===== config.mk =====
export PLATFORM = sky130hd
export DESIGN_NAME = ep_mem_ctrl_q_flat
export DESIGN_NICKNAME = d
export VERILOG_FILES = /design/src/rtl/ep_mem_ctrl_pkg.sv /design/src/rtl/ep_mem_ctrl_q_if.sv /design/src/rtl/ep_cpl_fifo.sv /design/src/rtl/ep_mem_ctrl_q.sv /design/src/flat_wrapper.sv
export SDC_FILE = /design/constraint.sdc
export NUM_CORES = 2
export LEC_CHECK = 0
export BUFFER_PORTS_ARGS = -buffer_cell sky130_fd_sc_hd__clkbuf_2
export CORE_UTILIZATION = 49
export DETAILED_ROUTE_END_ITERATION = 10
export PLACE_DENSITY = 0.66
export SETUP_SLACK_MARGIN = 0.3
export SKIP_LAST_GASP = 1
export SLEW_MARGIN = 25
export SYNTH_ARGS = -nofsm -noshare
export SYNTH_HDL_FRONTEND = slang
export SYNTH_SLANG_ARGS = --single-unit

===== constraint.sdc =====
create_clock -name clk -period 29.6 [get_ports clk]
set_input_delay 5.92 -clock clk [delete_from_list [all_inputs] [get_ports clk]]
set_output_delay 5.92 -clock clk [all_outputs]
set_load 0.02 [all_outputs]

===== src/rtl/ep_mem_ctrl_pkg.sv =====
// Shared types for the queued PCIe endpoint memory controller: completion request
// payload, FSM state encoding and header field widths.
package ep_mem_ctrl_pkg;

    localparam int unsigned TC_W      = 3;
    localparam int unsigned ATTR_W    = 2;
    localparam int unsigned LEN_W     = 10;
    localparam int unsigned RID_W     = 16;
    localparam int unsigned TAG_W     = 8;
    localparam int unsigned CBE_W     = 8;
    localparam int unsigned LADDR_W   = 13;
    localparam int unsigned CPL_CNT_W = 16;

    typedef struct packed {
        logic               with_data;
        logic [TC_W-1:0]    tc;
        logic               td;
        logic               ep;
        logic [ATTR_W-1:0]  attr;
        logic [LEN_W-1:0]   len;
        logic [RID_W-1:0]   rid;
        logic [TAG_W-1:0]   tag;
        logic [CBE_W-1:0]   be;
        logic [LADDR_W-1:0] addr;
    } cpl_req_t;

    typedef enum logic [1:0] {
        IDLE         = 2'd0,
        LOAD         = 2'd1,
        WAIT_TX_CPLT = 2'd2
    } cpl_state_e;

endpackage


===== src/rtl/ep_mem_ctrl_q_if.sv =====
// RX/TX facing bus of ep_mem_ctrl_q: request push, completion handshake and the
// register file read/write ports. slave = controller side, master = environment side.
interface ep_mem_ctrl_q_if #(
    parameter int unsigned DATA_W = 32,
    parameter int unsigned ADDR_W = 11
);
    import ep_mem_ctrl_pkg::*;

    localparam int unsigned BE_W = DATA_W / 8;

    logic                 rx_np_ok;
    logic                 req_push_i;
    logic                 req_with_data_i;
    logic [TC_W-1:0]      req_tc_i;
    logic                 req_td_i;
    logic                 req_ep_i;
    logic [ATTR_W-1:0]    req_attr_i;
    logic [LEN_W-1:0]     req_len_i;
    logic [RID_W-1:0]     req_rid_i;
    logic [TAG_W-1:0]     req_tag_i;
    logic [CBE_W-1:0]     req_be_i;
    logic [LADDR_W-1:0]   req_addr_i;
    logic                 req_ovf_o;

    logic                 cpl_valid_o;
    logic                 cpl_with_data_o;
    logic [TC_W-1:0]      cpl_tc_o;
    logic                 cpl_td_o;
    logic                 cpl_ep_o;
    logic [ATTR_W-1:0]    cpl_attr_o;
    logic [LEN_W-1:0]     cpl_len_o;
    logic [RID_W-1:0]     cpl_rid_o;
    logic [TAG_W-1:0]     cpl_tag_o;
    logic [CBE_W-1:0]     cpl_be_o;
    logic [LADDR_W-1:0]   cpl_addr_o;
    logic                 txe_compl_done_i;
    logic [CPL_CNT_W-1:0] cpl_cnt_o;

    logic [ADDR_W-1:0]    rd_addr_i;
    logic [BE_W-1:0]      rd_be_i;
    logic [DATA_W-1:0]    rd_data_o;
    logic                 wr_en_i;
    logic [ADDR_W-1:0]    wr_addr_i;
    logic [BE_W-1:0]      wr_be_i;
    logic [DATA_W-1:0]    wr_data_i;
    logic                 wr_busy_o;

    modport slave (
        output rx_np_ok, req_ovf_o,
        input  req_push_i, req_with_data_i, req_tc_i, req_td_i, req_ep_i, req_attr_i,
        input  req_len_i, req_rid_i, req_tag_i, req_be_i, req_addr_i,
        output cpl_valid_o, cpl_with_data_o, cpl_tc_o, cpl_td_o, cpl_ep_o, cpl_attr_o,
        output cpl_len_o, cpl_rid_o, cpl_tag_o, cpl_be_o, cpl_addr_o, cpl_cnt_o,
        input  txe_compl_done_i,
        input  rd_addr_i, rd_be_i, wr_en_i, wr_addr_i, wr_be_i, wr_data_i,
        output rd_data_o, wr_busy_o
    );

    modport master (
        input  rx_np_ok, req_ovf_o,
        output req_push_i, req_with_data_i, req_tc_i, req_td_i, req_ep_i, req_attr_i,
        output req_len_i, req_rid_i, req_tag_i, req_be_i, req_addr_i,
        input  cpl_valid_o, cpl_with_data_o, cpl_tc_o, cpl_td_o, cpl_ep_o, cpl_attr_o,
        input  cpl_len_o, cpl_rid_o, cpl_tag_o, cpl_be_o, cpl_addr_o, cpl_cnt_o,
        output txe_compl_done_i,
        output rd_addr_i, rd_be_i, wr_en_i, wr_addr_i, wr_be_i, wr_data_i,
        input  rd_data_o, wr_busy_o
    );

endinterface


===== src/rtl/ep_cpl_fifo.sv =====
// Circular FIFO of completion requests with one extra pointer bit for full/empty.
// A push into a full FIFO is taken only when a pop happens in the same cycle.
module ep_cpl_fifo
    import ep_mem_ctrl_pkg::*;
#(
    parameter int unsigned DEPTH = 4
) (
    input  logic                         clk,
    input  logic                         rst,
    input  logic                         push,
    input  cpl_req_t                     din,
    input  logic                         pop,
    output cpl_req_t                     dout_c,
    output logic [$clog2(DEPTH):0]       count,
    output logic                         full_c,
    output logic                         empty_c
);

    localparam int unsigned PW = $clog2(DEPTH);
    localparam int unsigned CW = PW + 1;

    cpl_req_t        mem [DEPTH];
    logic [CW-1:0]   wptr;
    logic [CW-1:0]   rptr;
    logic            push_ok;
    logic            pop_ok;

    assign full_c  = (count == CW'(DEPTH));
    assign empty_c = (count == '0);
    assign push_ok = push && (!full_c || pop);
    assign pop_ok  = pop && !empty_c;
    assign dout_c  = mem[rptr[PW-1:0]];

    always_ff @(posedge clk or posedge rst) begin
        if (rst) begin
            wptr  <= '0;
            rptr  <= '0;
            count <= '0;
        end else begin
            if (push_ok) wptr <= wptr + CW'(1);
            if (pop_ok)  rptr <= rptr + CW'(1);
            case ({push_ok, pop_ok})
                2'b10:   count <= count + CW'(1);
                2'b01:   count <= count - CW'(1);
                default: count <= count;
            endcase
        end
    end

    // Storage needs no reset: entries are only read once written.
    always_ff @(posedge clk) begin
        if (push_ok) mem[wptr[PW-1:0]] <= din;
    end

endmodule


===== src/rtl/ep_mem_ctrl_q.sv =====
// PCIe endpoint memory controller: queues non-posted completion requests for TX and
// owns a byte-enabled DWORD register file written by RX and read by TX.
module ep_mem_ctrl_q
    import ep_mem_ctrl_pkg::*;
#(
    parameter int unsigned DATA_W  = 32,
    parameter int unsigned ADDR_W  = 11,
    parameter int unsigned REG_NUM = 16,
    parameter int unsigned QDEPTH  = 4,
    parameter int unsigned NP_HEAD = 1
) (
    input  logic           clk,
    input  logic           rst,
    ep_mem_ctrl_q_if.slave bus
);

    localparam int unsigned BE_W   = DATA_W / 8;
    localparam int unsigned CW     = $clog2(QDEPTH) + 1;
    localparam int unsigned RIDX_W = (REG_NUM > 1) ? $clog2(REG_NUM) : 1;

    cpl_req_t             req_in;
    cpl_req_t             head;
    cpl_req_t             cpl_q;
    cpl_req_t             cpl_d;
    logic [CW-1:0]        count;
    logic                 full_c;
    logic                 empty_c;
    logic                 pop;
    cpl_state_e           state_q;
    cpl_state_e           state_d;
    logic                 valid_q;
    logic                 valid_d;
    logic [CPL_CNT_W-1:0] cnt_q;
    logic [CPL_CNT_W-1:0] cnt_d;
    logic                 ovf_q;

    assign req_in = '{
        with_data: bus.req_with_data_i, tc: bus.req_tc_i, td: bus.req_td_i,
        ep: bus.req_ep_i, attr: bus.req_attr_i, len: bus.req_len_i,
        rid: bus.req_rid_i, tag: bus.req_tag_i, be: bus.req_be_i, addr: bus.req_addr_i
    };

    // The presented entry stays queued until TX retires it, so count covers it too.
    ep_cpl_fifo #(.DEPTH(QDEPTH)) u_fifo (
        .clk     (clk),
        .rst     (rst),
        .push    (bus.req_push_i),
        .din     (req_in),
        .pop     (pop),
        .dout_c  (head),
        .count   (count),
        .full_c  (full_c),
        .empty_c (empty_c)
    );

    assign bus.rx_np_ok = (QDEPTH - 32'(count)) > NP_HEAD;

    always_ff @(posedge clk or posedge rst) begin
        if (rst) begin
            state_q <= IDLE;
            valid_q <= 1'b0;
            cpl_q   <= '0;
            cnt_q   <= '0;
            ovf_q   <= 1'b0;
        end else begin
            state_q <= state_d;
            valid_q <= valid_d;
            cpl_q   <= cpl_d;
            cnt_q   <= cnt_d;
            ovf_q   <= ovf_q | (bus.req_push_i && full_c && !pop);
        end
    end

    always_comb begin
        state_d = state_q;
        valid_d = valid_q;
        cpl_d   = cpl_q;
        cnt_d   = cnt_q;
        pop     = 1'b0;
        case (state_q)
            IDLE: begin
                if (!empty_c) state_d = LOAD;
            end
            LOAD: begin
                cpl_d   = head;
                valid_d = 1'b1;
                state_d = WAIT_TX_CPLT;
            end
            WAIT_TX_CPLT: begin
                if (bus.txe_compl_done_i) begin
                    valid_d = 1'b0;
                    cnt_d   = cnt_q + CPL_CNT_W'(1);
                    pop     = 1'b1;
                    state_d = IDLE;
                end
            end
            default: state_d = IDLE;
        endcase
    end

    assign bus.req_ovf_o       = ovf_q;
    assign bus.cpl_valid_o     = valid_q;
    assign bus.cpl_cnt_o       = cnt_q;
    assign bus.cpl_with_data_o = cpl_q.with_data;
    assign bus.cpl_tc_o        = cpl_q.tc;
    assign bus.cpl_td_o        = cpl_q.td;
    assign bus.cpl_ep_o        = cpl_q.ep;
    assign bus.cpl_attr_o      = cpl_q.attr;
    assign bus.cpl_len_o       = cpl_q.len;
    assign bus.cpl_rid_o       = cpl_q.rid;
    assign bus.cpl_tag_o       = cpl_q.tag;
    assign bus.cpl_be_o        = cpl_q.be;
    assign bus.cpl_addr_o      = cpl_q.addr;

    logic [DATA_W-1:0] regs [REG_NUM];
    logic              wr_busy_q;
    logic [ADDR_W-1:0] wr_addr_q;
    logic [BE_W-1:0]   wr_be_q;
    logic [DATA_W-1:0] wr_data_q;
    logic [DATA_W-1:0] merged;
    logic [DATA_W-1:0] rd_mask;
    logic [DATA_W-1:0] rd_q;
    logic              wr_hit;
    logic              rd_hit;

    assign wr_hit = wr_addr_q < ADDR_W'(REG_NUM);
    assign rd_hit = bus.rd_addr_i < ADDR_W'(REG_NUM);

    // Merge of captured enabled bytes over the current register value.
    always_comb begin
        merged = regs[wr_addr_q[RIDX_W-1:0]];
        for (int b = 0; b < int'(BE_W); b++) begin
            if (wr_be_q[b]) merged[b*8 +: 8] = wr_data_q[b*8 +: 8];
        end
    end

    always_comb begin
        rd_mask = '0;
        for (int b = 0; b < int'(BE_W); b++) begin
            rd_mask[b*8 +: 8] = {8{bus.rd_be_i[b]}};
        end
    end

    // Capture edge then merge edge; wr_en_i during the merge cycle is dropped.
    always_ff @(posedge clk or posedge rst) begin
        if (rst) begin
            wr_busy_q <= 1'b0;
            wr_addr_q <= '0;
            wr_be_q   <= '0;
            wr_data_q <= '0;
            for (int i = 0; i < int'(REG_NUM); i++) regs[i] <= '0;
        end else if (wr_busy_q) begin
            wr_busy_q <= 1'b0;
            if (wr_hit) regs[wr_addr_q[RIDX_W-1:0]] <= merged;
        end else if (bus.wr_en_i) begin
            wr_busy_q <= 1'b1;
            wr_addr_q <= bus.wr_addr_i;
            wr_be_q   <= bus.wr_be_i;
            wr_data_q <= bus.wr_data_i;
        end
    end

    always_ff @(posedge clk or posedge rst) begin
        if (rst) rd_q <= '0;
        else     rd_q <= rd_hit ? (regs[bus.rd_addr_i[RIDX_W-1:0]] & rd_mask) : '0;
    end

    assign bus.rd_data_o = rd_q;
    assign bus.wr_busy_o = wr_busy_q;

endmodule

===== src/flat_wrapper.sv =====
// flat-port wrapper written by rule: the top's interface ports become plain ports
module ep_mem_ctrl_q_flat import ep_mem_ctrl_pkg::*;
#(
    parameter int unsigned DATA_W  = 32,
    parameter int unsigned ADDR_W  = 11,
    parameter int unsigned REG_NUM = 16,
    parameter int unsigned QDEPTH  = 4,
    parameter int unsigned NP_HEAD = 1
)
  (clk, rst, bus_rx_np_ok, bus_req_ovf_o, bus_req_push_i, bus_req_with_data_i, bus_req_tc_i, bus_req_td_i, bus_req_ep_i, bus_req_attr_i, bus_req_len_i, bus_req_rid_i, bus_req_tag_i, bus_req_be_i, bus_req_addr_i, bus_cpl_valid_o, bus_cpl_with_data_o, bus_cpl_tc_o, bus_cpl_td_o, bus_cpl_ep_o, bus_cpl_attr_o, bus_cpl_len_o, bus_cpl_rid_o, bus_cpl_tag_o, bus_cpl_be_o, bus_cpl_addr_o, bus_cpl_cnt_o, bus_txe_compl_done_i, bus_rd_addr_i, bus_rd_be_i, bus_wr_en_i, bus_wr_addr_i, bus_wr_be_i, bus_wr_data_i, bus_rd_data_o, bus_wr_busy_o);
  ep_mem_ctrl_q_if #(.DATA_W(DATA_W), .ADDR_W(ADDR_W)) bus_i ();
  input  logic clk;
  input  logic rst;
  output wire logic [$bits(bus_i.rx_np_ok)-1:0] bus_rx_np_ok;
  output wire logic [$bits(bus_i.req_ovf_o)-1:0] bus_req_ovf_o;
  input wire logic [$bits(bus_i.req_push_i)-1:0] bus_req_push_i;
  input wire logic [$bits(bus_i.req_with_data_i)-1:0] bus_req_with_data_i;
  input wire logic [$bits(bus_i.req_tc_i)-1:0] bus_req_tc_i;
  input wire logic [$bits(bus_i.req_td_i)-1:0] bus_req_td_i;
  input wire logic [$bits(bus_i.req_ep_i)-1:0] bus_req_ep_i;
  input wire logic [$bits(bus_i.req_attr_i)-1:0] bus_req_attr_i;
  input wire logic [$bits(bus_i.req_len_i)-1:0] bus_req_len_i;
  input wire logic [$bits(bus_i.req_rid_i)-1:0] bus_req_rid_i;
  input wire logic [$bits(bus_i.req_tag_i)-1:0] bus_req_tag_i;
  input wire logic [$bits(bus_i.req_be_i)-1:0] bus_req_be_i;
  input wire logic [$bits(bus_i.req_addr_i)-1:0] bus_req_addr_i;
  output wire logic [$bits(bus_i.cpl_valid_o)-1:0] bus_cpl_valid_o;
  output wire logic [$bits(bus_i.cpl_with_data_o)-1:0] bus_cpl_with_data_o;
  output wire logic [$bits(bus_i.cpl_tc_o)-1:0] bus_cpl_tc_o;
  output wire logic [$bits(bus_i.cpl_td_o)-1:0] bus_cpl_td_o;
  output wire logic [$bits(bus_i.cpl_ep_o)-1:0] bus_cpl_ep_o;
  output wire logic [$bits(bus_i.cpl_attr_o)-1:0] bus_cpl_attr_o;
  output wire logic [$bits(bus_i.cpl_len_o)-1:0] bus_cpl_len_o;
  output wire logic [$bits(bus_i.cpl_rid_o)-1:0] bus_cpl_rid_o;
  output wire logic [$bits(bus_i.cpl_tag_o)-1:0] bus_cpl_tag_o;
  output wire logic [$bits(bus_i.cpl_be_o)-1:0] bus_cpl_be_o;
  output wire logic [$bits(bus_i.cpl_addr_o)-1:0] bus_cpl_addr_o;
  output wire logic [$bits(bus_i.cpl_cnt_o)-1:0] bus_cpl_cnt_o;
  input wire logic [$bits(bus_i.txe_compl_done_i)-1:0] bus_txe_compl_done_i;
  input wire logic [$bits(bus_i.rd_addr_i)-1:0] bus_rd_addr_i;
  input wire logic [$bits(bus_i.rd_be_i)-1:0] bus_rd_be_i;
  input wire logic [$bits(bus_i.wr_en_i)-1:0] bus_wr_en_i;
  input wire logic [$bits(bus_i.wr_addr_i)-1:0] bus_wr_addr_i;
  input wire logic [$bits(bus_i.wr_be_i)-1:0] bus_wr_be_i;
  input wire logic [$bits(bus_i.wr_data_i)-1:0] bus_wr_data_i;
  output wire logic [$bits(bus_i.rd_data_o)-1:0] bus_rd_data_o;
  output wire logic [$bits(bus_i.wr_busy_o)-1:0] bus_wr_busy_o;
  assign bus_rx_np_ok = bus_i.rx_np_ok;
  assign bus_req_ovf_o = bus_i.req_ovf_o;
  assign bus_i.req_push_i = bus_req_push_i;
  assign bus_i.req_with_data_i = bus_req_with_data_i;
  assign bus_i.req_tc_i = bus_req_tc_i;
  assign bus_i.req_td_i = bus_req_td_i;
  assign bus_i.req_ep_i = bus_req_ep_i;
  assign bus_i.req_attr_i = bus_req_attr_i;
  assign bus_i.req_len_i = bus_req_len_i;
  assign bus_i.req_rid_i = bus_req_rid_i;
  assign bus_i.req_tag_i = bus_req_tag_i;
  assign bus_i.req_be_i = bus_req_be_i;
  assign bus_i.req_addr_i = bus_req_addr_i;
  assign bus_cpl_valid_o = bus_i.cpl_valid_o;
  assign bus_cpl_with_data_o = bus_i.cpl_with_data_o;
  assign bus_cpl_tc_o = bus_i.cpl_tc_o;
  assign bus_cpl_td_o = bus_i.cpl_td_o;
  assign bus_cpl_ep_o = bus_i.cpl_ep_o;
  assign bus_cpl_attr_o = bus_i.cpl_attr_o;
  assign bus_cpl_len_o = bus_i.cpl_len_o;
  assign bus_cpl_rid_o = bus_i.cpl_rid_o;
  assign bus_cpl_tag_o = bus_i.cpl_tag_o;
  assign bus_cpl_be_o = bus_i.cpl_be_o;
  assign bus_cpl_addr_o = bus_i.cpl_addr_o;
  assign bus_cpl_cnt_o = bus_i.cpl_cnt_o;
  assign bus_i.txe_compl_done_i = bus_txe_compl_done_i;
  assign bus_i.rd_addr_i = bus_rd_addr_i;
  assign bus_i.rd_be_i = bus_rd_be_i;
  assign bus_i.wr_en_i = bus_wr_en_i;
  assign bus_i.wr_addr_i = bus_wr_addr_i;
  assign bus_i.wr_be_i = bus_wr_be_i;
  assign bus_i.wr_data_i = bus_wr_data_i;
  assign bus_rd_data_o = bus_i.rd_data_o;
  assign bus_wr_busy_o = bus_i.wr_busy_o;
  ep_mem_ctrl_q #(.DATA_W(DATA_W), .ADDR_W(ADDR_W), .REG_NUM(REG_NUM), .QDEPTH(QDEPTH), .NP_HEAD(NP_HEAD)) u_core (.clk(clk), .rst(rst), .bus(bus_i));
endmodule

Word level (Yosys, flattened, before mapping)
Memory sizes are Yosys's and may differ from the RTL's. A register that Yosys moved wholly into a read port is not among the register bits.
Cells that the tools add are included.
{ "classes": {"add_sub_neg": 6, "multipliers": 0, "n_div": 0, "order_cmp": 6, "n_eq_ne": 7, "n_shift": 0, "mux": 26, "n_bitwise": 5, "n_reduce_logical": 18} }
{ "ops": {"columns": ["cell", "n"], "rows": [
  ["512-bit bitwise mux", 1],
  ["32-bit binary-select mux with 4-bit select", 2],
  ["32-bit 2-to-1 mux", 6],
  ["32-bit demux with 4-bit select", 1],
  ["32-bit bitwise AND", 1],
  ["32-bit by 1-bit > comparator with 1-bit output (second input constant)", 1],
  ["8-bit 2-to-1 mux", 4],
  ["11-bit by 5-bit < comparator with 1-bit output (second input constant)", 2],
  ["16-bit by 1-bit adder with 16-bit output (second input constant)", 1],
  ["5-bit >= comparator (second input constant)", 2],
  ["4-bit NOT with 5-bit output", 2],
  ["2-bit AND reduction", 5],
  ["3-bit by 1-bit adder with 3-bit output (second input constant)", 3],
  ["1-bit 2-to-1 mux", 7],
  ["2-bit case mux with 3 select lines", 1],
  ["3-bit case mux with 2 select lines", 1],
  ["1-bit logical AND", 5],
  ["5-bit by 1-bit < comparator with 1-bit output (second input constant)", 1],
  ["2-bit by 1-bit equality test with 1-bit output (second input constant)", 2],
  ["2-bit equality test (second input constant)", 2],
  ["2-bit 2-to-1 mux", 2],
  ["2-bit != test (second input constant)", 2],
  ["2-bit nonzero test", 2],
  ["3-bit by 3-bit subtractor with 4-bit output (first input constant)", 1],
  ["other kinds (9)", 11]
]} }
{ "word_totals": {"ff_bits": 621, "latch_bits": 0, "ram_bits": 252, "mem_bits_ro": 0, "input_bits": 130, "out_inout_bits": 115, "wordCells": 97, "memories": 1} }
{ "mem_list": {"columns": ["memory", "words", "width", "rd", "rd_clocked_by_memory_dff", "wr", "line_no", "text"], "rows": [
  ["u_core.u_fifo.mem", 4, 63, 1, 1, 1, "ep_cpl_fifo.sv:22", "cpl_req_t mem [DEPTH];"]
]} }

Logic depth before layout (Yosys ltp)
{ "depth": {"depth_word": 6, "ltp_mapped": 10, "mapped_depth_nobuf": 10} }

Modules after synthesis
From an unflattened synthesis, not the netlist that was laid out.
{ "unflattened": {"hier_cells": 3382, "area_unflattened_um2": 45408.6} }
{ "by_module_without_submodules": {"columns": ["mod", "n_inst", "cells_per_inst", "area_each_um2", "seq_area_each_um2"], "rows": [
  ["ep_mem_ctrl_q", 1, 3014, 35904.4, 16891.2],
  ["ep_cpl_fifo", 1, 368, 9504.1, 7742.4]
]} }

Least setup slack after synthesis
OpenSTA, ideal clock, no wires.
{ "synth_timing": {"path_kind": "input-to-reg", "from": "input port bus_txe_compl_done_i", "to": "memory u_core.u_fifo.mem[0][0] (netlist bit), enable pin", "setup_ns": 0.428, "arrival_time_ns": 8.032, "required_ns": 29.172, "slack_ns": 21.141, "cell_stages": 3, "path_buffers": 0, "cell_sequence": "nand3b_1 > a21boi_1 > and2_1"} }
{ "synth_via": {"elab_chain_len": 6} }
{ "synth_rtl": {"columns": ["item", "line_no", "text"], "rows": [
  ["start: declaration", "flat_wrapper.sv:39", "input wire logic [$bits(bus_i.txe_compl_done_i)-1:0] bus_txe_compl_done_i;"],
  ["1-bit 2-to-1 mux", "ep_mem_ctrl_q.sv:90", "if (bus.txe_compl_done_i) begin"],
  ["1-bit 2-to-1 mux", "ep_mem_ctrl_q.sv:80", "case (state_q)"],
  ["1-bit logical OR", "ep_cpl_fifo.sv:30", "assign push_ok = push && (!full_c || pop);"],
  ["1-bit logical AND", "ep_cpl_fifo.sv:30", null],
  ["1-bit 2-to-1 mux", "ep_cpl_fifo.sv:52", "if (push_ok) mem[wptr[PW-1:0]] <= din;"],
  ["1-bit 2-to-1 mux (implied by the code)", "ep_cpl_fifo.sv:52", null],
  ["end: declaration", "ep_cpl_fifo.sv:22", null]
]} }
Every way passes these cells.

==> flow_metrics.env <==
export IMPL_status="complete, no violations"
export IMPL_dp_cells=4586
export IMPL_power_uw=3647
export IMPL_p_sw_share_pct=28.88
export IMPL_gp_congestion=0.8281
export IMPL_numCtsBuffers=98
export IMPL_p_leak_uw=0.02064
export IMPL_slowest_delay_ns=0.81
export IMPL_initial_core_util_pct=49.51
export IMPL_intPower_uw=2594
export IMPL_cpMaxStageDelayCell="buf_4"
export IMPL_port_buffers=244
export IMPL_tightest_slew_ns=1.051
export IMPL_drtIter0Drc=2733
export IMPL_grt_pass1_vias=29310
export IMPL_nets=3670
export IMPL_clock_path_buffers=3
export IMPL_cts_tree="built"
export IMPL_drc_errors=0
export IMPL_power_frac_seq_pct=43.3
export IMPL_slew_viol_final=0
export IMPL_clk_pin_slew_worst_paths_ns=0.06
export IMPL_synth_top_family_by_area="multiplexers"
export IMPL_io_pins=245
export IMPL_path_cells="clkbuf_2 -> inv_8 -> buf_4 -> buf_4"
export IMPL_cp_arrival_ns=8.47
export IMPL_crit_family="buffers and inverters"
export IMPL_pre_cts_slack_ns=20.97
export IMPL_synth_warnings=0
export IMPL_coreArea_um2=86890
export IMPL_synth_nets=3511
export IMPL_syn_avg_cell_area_um2=12.76
export IMPL_grt_max_degree=125
export IMPL_antenna_found_initial=9
export IMPL_syn_area_um2=43020
export IMPL_ys_types=55
export IMPL_cp_common_cell="buf_4"
export IMPL_overflow=0
export IMPL_avgViaCountPerCell=6.101
export IMPL_endpoint_kind="asynchronous set/reset pin"
export IMPL_hold_buffers=0
export IMPL_final_setup_viol_count=0
export IMPL_yosysSeqAreaShare_pct=57.26
export IMPL_crit_path_start="rst"
export IMPL_share_clk_of_total_power_pct=36.7
export IMPL_syn_inst=3372
export IMPL_diodes=0
export IMPL_ant_nets=0
export IMPL_drv_cap=0
export IMPL_insertion_delay_ns=0.68
export IMPL_r2r_start="u_core.wr_addr_q[3]"
export IMPL_critPathRequiredTime_ns=30.27
export IMPL_finClkSkew_ns=0.03812
export IMPL_max_slew_margin_pct=29.75
export IMPL_critPathLaunchType="primary input"
export IMPL_grtUsageTotal_pct=27.30
export IMPL_synthAdderAreaFrac_pct=0.2792
export IMPL_critPathKind="primary input to asynchronous set/reset pin"
export IMPL_p_per_area_nw_per_um2=74.85
export IMPL_die_area_um2=88980
export IMPL_chipWidth_um=298.3
export IMPL_layout_drive_gt1_share_pct=23.59
export IMPL_row_count=108
export IMPL_path_buf_inv=4
export IMPL_cts_root_buffer="clkbuf_16"
export IMPL_holdWs_ns=0.4687
export IMPL_finalHoldViolCount=0
export IMPL_fin_cells=4771
export IMPL_dr_pass1_iters=5
export IMPL_avgRoutedWirePerCell_um=25.16
export IMPL_ys_seq_elements=934
export IMPL_die_h_um=298.3
export IMPL_hold_start="u_core.bus.req_ovf_o"
export IMPL_worstHoldPathType="flip-flop to flip-flop"
export IMPL_synth_compound_area_share_pct=10.90
export IMPL_grt_pass1_wl_um=184400
export IMPL_htree_levels=3
export IMPL_synth_mux_area_share_pct=20.24
export IMPL_async_reset_ff_share_pct=73.02
export IMPL_synth_xor_area_share_pct=0.4275
export IMPL_drt_wl_total_um=120000
export IMPL_post_cts_buffers=0
export IMPL_fin_crit_ns=7.803
export IMPL_syn2layout_area_growth_pct=13.27
export IMPL_synth_simple_area_share_pct=7.946
export IMPL_ctsResizeCount=0
export IMPL_fmax_mhz=128.2
export IMPL_post_route_period_util_pct=26.36
export IMPL_power_frac_comb_pct=20.0
export IMPL_setup_tns_ns=0
export IMPL_vdd_drop_max_uv=79.50
export IMPL_vias=29110
export IMPL_cts_sinks=934
export IMPL_synth_edff_count=252
export IMPL_switchingPower_uw=1053
export IMPL_setup_ws_ns=21.80
export IMPL_worstPathMaxFanout=124
export IMPL_dpl_hpwl_um=70320
export IMPL_synth_main_ff_cell="dfrtp_1"
export IMPL_grt_setup_unrepaired="false"
-- through the flow --
step	instance area, um2	utilization (%)
2_1_floorplan	43020	-
3_3_place_gp	45150	51.96
3_5_place_dp	45150	51.96
4_1_cts	48700	56.05
5_1_grt	48730	56.08
6_report	48730	56.08
-- power by group through the flow --
stage | Clock [uW] | Combinational [uW] | Sequential [uW]
final | 1340 | 729 | 1580
after global routing | 1410 | 786 | 1600
after CTS | 1360 | 738 | 1580
after detailed placement | 0 | 735 | 1600
after global placement | 0 | 728 | 1600
after floorplan | 0 | 489 | 1620
-- metal layers --
layer  GRT usage, %  up-vias  part of all wire (%)
met3          7.402      274                   8.9
met5              0        -                 0.097
met2          41.77     1168                    46
met1          37.68    14860                    42
li1               -    12790                     -
met4          9.548       18                   3.5
-- path summary, 6_finish.rpt --
check	slack (ns)	to	cells after the start
worst max-delay path	21.80	u_core.regs[399]	4
worst min-delay path	0.47	u_core.bus.req_ovf_o	1
worst max register to register	25.76	u_core.regs[287]	7
worst min register to register	0.47	u_core.bus.req_ovf_o	1
max in group clk	21.85	bus_rx_np_ok	4
min in group asynchronous	5.37	u_core.wr_data_q[14]	2
-- synth_stat cells (19+ instances only) --
| master | count | area share (%) |
|---|---|---|
| mux4_2 | 191 | 10 |
| mux2i_1 | 321 | 7.5 |
| nor2_1 | 290 | 2.5 |
| a22oi_1 | 51 | 0.89 |
| nor4_1 | 19 | 0.28 |
| a21oi_1 | 96 | 1.1 |
| edfxtp_1 | 252 | 18 |
| dfrtp_1 | 682 | 40 |
| inv_1 | 21 | 0.18 |
| clkbuf_1 | 132 | 1.2 |
| a22o_1 | 152 | 3.1 |
| and2_1 | 20 | 0.29 |
| buf_2 | 82 | 0.95 |
| o22ai_1 | 76 | 1.1 |
| nand2b_1 | 21 | 0.31 |
| o21ai_0 | 270 | 3.1 |
| nand2_1 | 406 | 3.5 |
| mux2_2 | 106 | 2.8 |
-- sequential cells by signal (all words and copies together) (netlist names), 3 cells and up --
signal                 cells
u_core.regs              512
u_core.u_fifo.mem        252
u_core.bus.rd_data_o      32
u_core.wr_data_q          32
u_core.bus.cpl_cnt_o      16
u_core.bus.cpl_rid_o      16
u_core.bus.cpl_addr_o     13
u_core.wr_addr_q          11
u_core.bus.cpl_len_o      10
u_core.bus.cpl_be_o        8
u_core.bus.cpl_tag_o       8
u_core.wr_be_q             4
u_core.bus.cpl_tc_o        3
u_core.u_fifo.count        3
-- final cells by class --
| class | count | area [um2] |
|---|---|---|
| clock buffer | 135 | 2821 |
| clock inverter | 50 | 730.7 |
| fill | 7135 | 38160 |
| inverter | 21 | 86.33 |
| multi-input combinational | 2166 | 17240 |
| sequential | 934 | 24650 |
| tap | 1155 | 1445 |
| timing repair buffer | 310 | 1759 |
-- placed cells by master, fill, tap and decap left out, types with 6 or more instances in the layout --
master / count
nand3_1: 14
nand2_1: 399
clkbuf_16: 98
a22oi_1: 51
o41ai_2: 18
nor4_1: 19
clkinv_2: 17
ha_1: 8
edfxtp_1: 252
nand2b_1: 21
o21ai_0: 270
and3_1: 7
mux2i_1: 321
clkbuf_1: 14
buf_4: 63
clkbuf_8: 23
nor2_1: 288
a22o_1: 152
a21oi_1: 96
clkbuf_2: 241
dfrtp_1: 678
clkinv_1: 6
nand2_2: 7
xor2_1: 7
mux4_2: 191
o22ai_1: 76
a221oi_1: 12
bufinv_16: 16
xnor2_1: 14
inv_1: 20
mux2_2: 106
and2_1: 16
o31ai_2: 12
-- kinds of logic after synthesis --
group | after synthesis
multiplexers | 618
adder cells (fa/ha/maj) | 9
flip-flops | 934
XOR/XNOR | 21
buffers and inverters | 272
AND/OR/NAND/NOR | 821
AO/OA/AOI/OAI | 697
Note: power is estimated with default switching activity, not from simulation.
